**config.mk**
```make
export PLATFORM = sky130hd
export DESIGN_NAME = fifo_uart_tx
export DESIGN_NICKNAME = d
export VERILOG_FILES = /design/src/rtl/fifo_uart_tx.sv
export SDC_FILE = /design/constraint.sdc
export NUM_CORES = 1
export LEC_CHECK = 0
export CAP_MARGIN = 40
export CORE_ASPECT_RATIO = 0.8
export CORE_MARGIN = 2
export CORE_UTILIZATION = 55
export DETAILED_ROUTE_END_ITERATION = 6
export GPL_TIMING_DRIVEN = 0
export PLACE_DENSITY = 0.89
export SYNTH_ARGS = -nofsm -noshare
export SYNTH_HDL_FRONTEND = slang
export SYNTH_SLANG_ARGS = --single-unit
```
**constraint.sdc**
```tcl
create_clock -name clk -period 3.5 [get_ports clk]
set_input_delay 0.35 -clock clk [delete_from_list [all_inputs] [get_ports clk]]
set_output_delay 0.35 -clock clk [all_outputs]
set_load 0.03 [all_outputs]
```
**src/rtl/fifo_uart_tx.sv**
```systemverilog
// UART transmitter draining a first-word-fall-through byte FIFO, one pop per frame.
// Back-to-back frames pop in the final stop cycle, so a full FIFO drains at line rate.
module fifo_uart_tx #(
    parameter int DATA_WIDTH   = 8,
    parameter int CLKS_PER_BIT = 4,
    parameter int PARITY_EN    = 0
) (
    input  logic                  clk,
    input  logic                  rst_n,
    input  logic                  enable,
    input  logic [DATA_WIDTH-1:0] fifo_dout,
    input  logic                  fifo_empty,
    output logic                  fifo_rd_en,
    output logic                  tx,
    output logic                  busy,
    output logic [15:0]           frame_count
);

    localparam int CNT_W = (CLKS_PER_BIT > 1) ? $clog2(CLKS_PER_BIT) : 1;
    localparam int IDX_W = (DATA_WIDTH > 1) ? $clog2(DATA_WIDTH) : 1;
    localparam logic [CNT_W-1:0] BAUD_LAST = CNT_W'(CLKS_PER_BIT - 1);
    localparam logic [IDX_W-1:0] IDX_LAST  = IDX_W'(DATA_WIDTH - 1);

    typedef enum logic [2:0] {IDLE, START, DATA, PARITY, STOP} state_t;

    state_t                r_state, w_state_next;
    logic [CNT_W-1:0]      r_baud_cnt, w_baud_cnt_next;
    logic [IDX_W-1:0]      r_bit_idx, w_bit_idx_next;
    logic [DATA_WIDTH-1:0] r_shift, w_shift_next;
    logic                  r_parity, w_parity_next;
    logic                  r_tx, w_tx_next;
    logic                  r_busy;
    logic [15:0]           r_frame_count;
    logic                  w_bit_tick;
    logic                  w_pop;
    logic                  w_frame_done;

    assign w_bit_tick = (r_state != IDLE) && (r_baud_cnt == BAUD_LAST);
    // rst_n gating keeps the FIFO from being popped while the transmitter is held in reset.
    assign w_pop = rst_n & enable & ~fifo_empty &
                   ((r_state == IDLE) | ((r_state == STOP) & w_bit_tick));

    assign fifo_rd_en  = w_pop;
    assign tx          = r_tx;
    assign busy        = r_busy;
    assign frame_count = r_frame_count;

    always_ff @(posedge clk or negedge rst_n) begin
        if (!rst_n) begin
            r_state <= IDLE;
        end else begin
            r_state <= w_state_next;
        end
    end

    always_comb begin
        w_state_next    = r_state;
        w_baud_cnt_next = '0;
        w_bit_idx_next  = r_bit_idx;
        w_shift_next    = r_shift;
        w_parity_next   = r_parity;
        w_frame_done    = 1'b0;
        w_tx_next       = 1'b1;

        if (r_state != IDLE && !w_bit_tick) begin
            w_baud_cnt_next = r_baud_cnt + 1'b1;
        end

        case (r_state)
            IDLE: begin
                if (w_pop) begin
                    w_state_next = START;
                end
            end
            START: begin
                if (w_bit_tick) begin
                    w_state_next = DATA;
                end
            end
            DATA: begin
                if (w_bit_tick) begin
                    w_shift_next   = r_shift >> 1;
                    w_bit_idx_next = r_bit_idx + 1'b1;
                    if (r_bit_idx == IDX_LAST) begin
                        w_bit_idx_next = '0;
                        w_state_next   = (PARITY_EN != 0) ? PARITY : STOP;
                    end
                end
            end
            PARITY: begin
                if (w_bit_tick) begin
                    w_state_next = STOP;
                end
            end
            STOP: begin
                if (w_bit_tick) begin
                    w_frame_done = 1'b1;
                    w_state_next = w_pop ? START : IDLE;
                end
            end
            default: w_state_next = IDLE;
        endcase

        if (w_pop) begin
            w_shift_next    = fifo_dout;
            w_parity_next   = ^fifo_dout;
            w_baud_cnt_next = '0;
            w_bit_idx_next  = '0;
        end

        // Line level is registered, so it is derived from the state being entered.
        case (w_state_next)
            START:   w_tx_next = 1'b0;
            DATA:    w_tx_next = w_shift_next[0];
            PARITY:  w_tx_next = w_parity_next;
            default: w_tx_next = 1'b1;
        endcase
    end

    always_ff @(posedge clk or negedge rst_n) begin
        if (!rst_n) begin
            r_baud_cnt    <= '0;
            r_bit_idx     <= '0;
            r_shift       <= '0;
            r_parity      <= 1'b0;
            r_tx          <= 1'b1;
            r_busy        <= 1'b0;
            r_frame_count <= '0;
        end else begin
            r_baud_cnt <= w_baud_cnt_next;
            r_bit_idx  <= w_bit_idx_next;
            r_shift    <= w_shift_next;
            r_parity   <= w_parity_next;
            r_tx       <= w_tx_next;
            r_busy     <= (w_state_next != IDLE);
            if (w_frame_done) begin
                r_frame_count <= r_frame_count + 16'd1;
            end
        end
    end

endmodule

```
==> impl_metrics.env <==
export IMPL_final_area_sq_um=2064
export IMPL_synth_cells=138
export IMPL_drv_cap=0
export IMPL_netlist_area_leader_share_pct=51.99
export IMPL_drt_initial_drc_count=84
export IMPL_nets=191
export IMPL_finalWirelength_mm=3.170
export IMPL_worst_setup_path_type="input port to output pin"
export IMPL_yosys_warnings=0
export IMPL_ant_nets=0
export IMPL_timing_final_crit_share_pct=81.51
export IMPL_drive_gt1_share_pct=9.659
export IMPL_rows=17
export IMPL_maxSlewViolCount=0
export IMPL_synthMuxAreaShare_pct=3.899
export IMPL_synth_fa_ha_area_share_pct=3.058
export IMPL_drcViolationCount=0
export IMPL_grt_max_degree=37
export IMPL_status="completed"
export IMPL_seq_area_frac_synth_pct=53.59
export IMPL_cts_hold_buffers_added=0
export IMPL_cts_resized=0
export IMPL_fill_cells=191
export IMPL_critical_path_peak_fanout=36
export IMPL_hold_ws_ns=0.1396
export IMPL_area_growth_pct=26.15
export IMPL_ys_ff_latch=35
export IMPL_h_tree_depth=2
export IMPL_numCtsBuffers=5
export IMPL_slew_headroom_pct=48.59
export IMPL_cts_reportedPaths_clkPinSlew_ns=0.07
export IMPL_syn_nets=154
export IMPL_yosysTopAreaCell="dfrtp_1"
export IMPL_cts_root_buffer="clkbuf_8"
export IMPL_die_x_um=64.99
export IMPL_hold_path_class="input port to async pin"
export IMPL_async_reset_ff_share_pct=100.0
export IMPL_routabilityCongestion=0.8531
export IMPL_portBuffers=30
export IMPL_synth_area_leaders="dfrtp_1, xnor2_1, a22o_1, ha_1, a21o_1"
export IMPL_hold_viol=0
export IMPL_worstPathArrival_ns=2.50
export IMPL_viasPerCell=5.551
export IMPL_track_usage_pct=21.65
export IMPL_ios=31
export IMPL_wl_per_cell_um=14.81
export IMPL_syn_area_per_cell_sq_um=11.86
export IMPL_synthTopCellsByCount="dfrtp_1, xnor2_1, nor2_1, nand2_1"
export IMPL_post_cts_setup_buffers=0
export IMPL_vias=1188
export IMPL_synthFlopType="dfrtp_1"
export IMPL_synth_compound_area_share_pct=9.404
export IMPL_synth_simple_gate_area_share_pct=16.21
export IMPL_setup_viol=0
export IMPL_synth_edff_count=0
export IMPL_core_sq_um=2786
export IMPL_yosys_cell_count_top_type="dfrtp_1"
export IMPL_start_util_pct=58.73
export IMPL_fmax_ghz=0.3505
export IMPL_cts_buffer_depth=2
export IMPL_die_y_um=52.79
export IMPL_p_leak_nw=0.9410
export IMPL_dp_slack_ns=0.5940
export IMPL_dp_hpwl_mm=2.428
export IMPL_clock_skew_ns=0.009047
export IMPL_clock_latency_ns=0.28
export IMPL_fin_ws_ns=0.6472
export IMPL_synth_top_family_by_area="simple AND/OR/NAND/NOR gates"
export IMPL_fin_cells=214
export IMPL_cts_sinks=35
export IMPL_syn_area_sq_um=1637
export IMPL_p_per_area_nw_per_um2=557.8
export IMPL_antenna_found_initial=0
export IMPL_end_kind="output pin"
export IMPL_grt_pass1_wl_mm=5.416
export IMPL_dp_cells=206
export IMPL_dpl_cell_area_sq_um=1979
export IMPL_cts_tree="built"
export IMPL_dr_pass1_iters=4
export IMPL_synthXorXnorAreaFrac_pct=11.77
export IMPL_startpoint_type="input port"
export IMPL_yosysUniqueCellTypes=37
export IMPL_required_ns=3.15
export IMPL_ir_worst_vdd_v=0.0003909
export IMPL_dieArea_sq_um=3431
export IMPL_grt_pass1_vias=1229
export IMPL_fin_crit_ns=2.853
export IMPL_grt_overflow_total=0
export IMPL_tightest_slew_ns=0.7711
export IMPL_rsz0062_at_grt="false"
export IMPL_antenna_cells=0
## worst max-delay path, stage by stage
cell	delay (ns)
buf_2	0.59
nand2_1	0.20
nor4_4	0.46
buf_6	0.22
clkdlybuf4s50_1	0.67
## metrics by stage
step,utilization (%),setup TNS (ns),power (W)
6_report,74.09,0,0.001152
5_1_grt,74.09,0,0.001217
4_1_cts,74.09,0,0.001159
3_5_place_dp,71.04,0,0.0008839
3_3_place_gp,71.22,-0.3878,0.0008531
2_1_floorplan,-,0,0.0007697
## power by group
| group | total [W] | internal, W | leakage, nW | switching, W |
|---|---|---|---|---|
| clock | 0.000276 | 0.000139 | 0.0412 | 0.000137 |
| sequential | 0.000572 | 0.000505 | 0.461 | 0.0000675 |
| combinational | 0.000303 | 0.000146 | 0.439 | 0.000157 |
| total | 0.00115 | 0.000790 | 0.941 | 0.000361 |
## metal layers
metal | global-route usage, % | part of all wire, % | up-vias | wire, um
met2 | 37.11 | 49 | 28 | 1568
met3 | 6.667 | 4.2 | 13 | 134
met1 | 24.13 | 43 | 591 | 1360
met4 | 12.41 | 3.3 | 0 | 106
li1 | - | - | 556 | -
met5 | 0 | 0 | - | 0
## final timing paths
check | startpoint | end | slack [ns] | depth (start not counted)
worst max-delay path | rst_n | fifo_rd_en | 0.65 | 5
worst min-delay path | rst_n | r_shift[2] | 0.14 | 1
worst max register to register | r_baud_cnt[0] | r_shift[0] | 1.49 | 5
worst min register to register | r_baud_cnt[0] | r_baud_cnt[0] | 0.45 | 1
max in group asynchronous | rst_n | frame_count[3] | 2.86 | 1
min in group clk | r_baud_cnt[0] | r_baud_cnt[0] | 0.45 | 1
## flip-flops by register name, indices dropped and copies added (netlist names)
| register | flops |
|---|---|
| frame_count | 16 |
| r_shift | 8 |
| r_bit_idx | 3 |
| r_state | 3 |
| r_baud_cnt | 2 |
| busy | 1 |
| r_parity | 1 |
| tx | 1 |
## logic make-up after synthesis
kind of cell,count (synthesis)
buf+inv,6
flops,35
xor+xnor,22
simple gates,44
mux,6
compound gates,21
fa+ha+maj,4
## cell usage in the layout, fill, tap and decap left out, types with 2 or more instances in the layout
cell,Yosys,routed
dfrtp_1,34,34
clkdlybuf4s50_1,0,29
xnor2_1,20,20
nor2_1,9,9
nand2_1,8,8
a22o_1,6,6
a21o_1,6,6
nand4_1,5,5
clkbuf_8,0,5
buf_2,3,4
and3_1,4,4
ha_1,4,4
o21ai_1,3,3
nand3_1,3,3
mux2i_1,3,3
nand2b_1,2,2
a21oi_1,2,2
mux2_1,2,2
and4_1,2,2
clkbuf_1,1,2
and2_1,2,2
xor2_1,2,2
## final cells by class
type | instances | area, sq um | area share, %
flip-flops and latches | 35 | 877.1 | 42.48
multi-input cells | 97 | 725.7 | 35.15
repair buffers | 30 | 295.3 | 14.30
clock buffers | 6 | 72.57 | 3.515
well taps | 38 | 47.55 | 2.303
plain buffers | 5 | 30.03 | 1.455
clock inverters | 2 | 12.51 | 0.6061
inverters | 1 | 3.754 | 0.1818
Power figures use the tool's default switching activity.
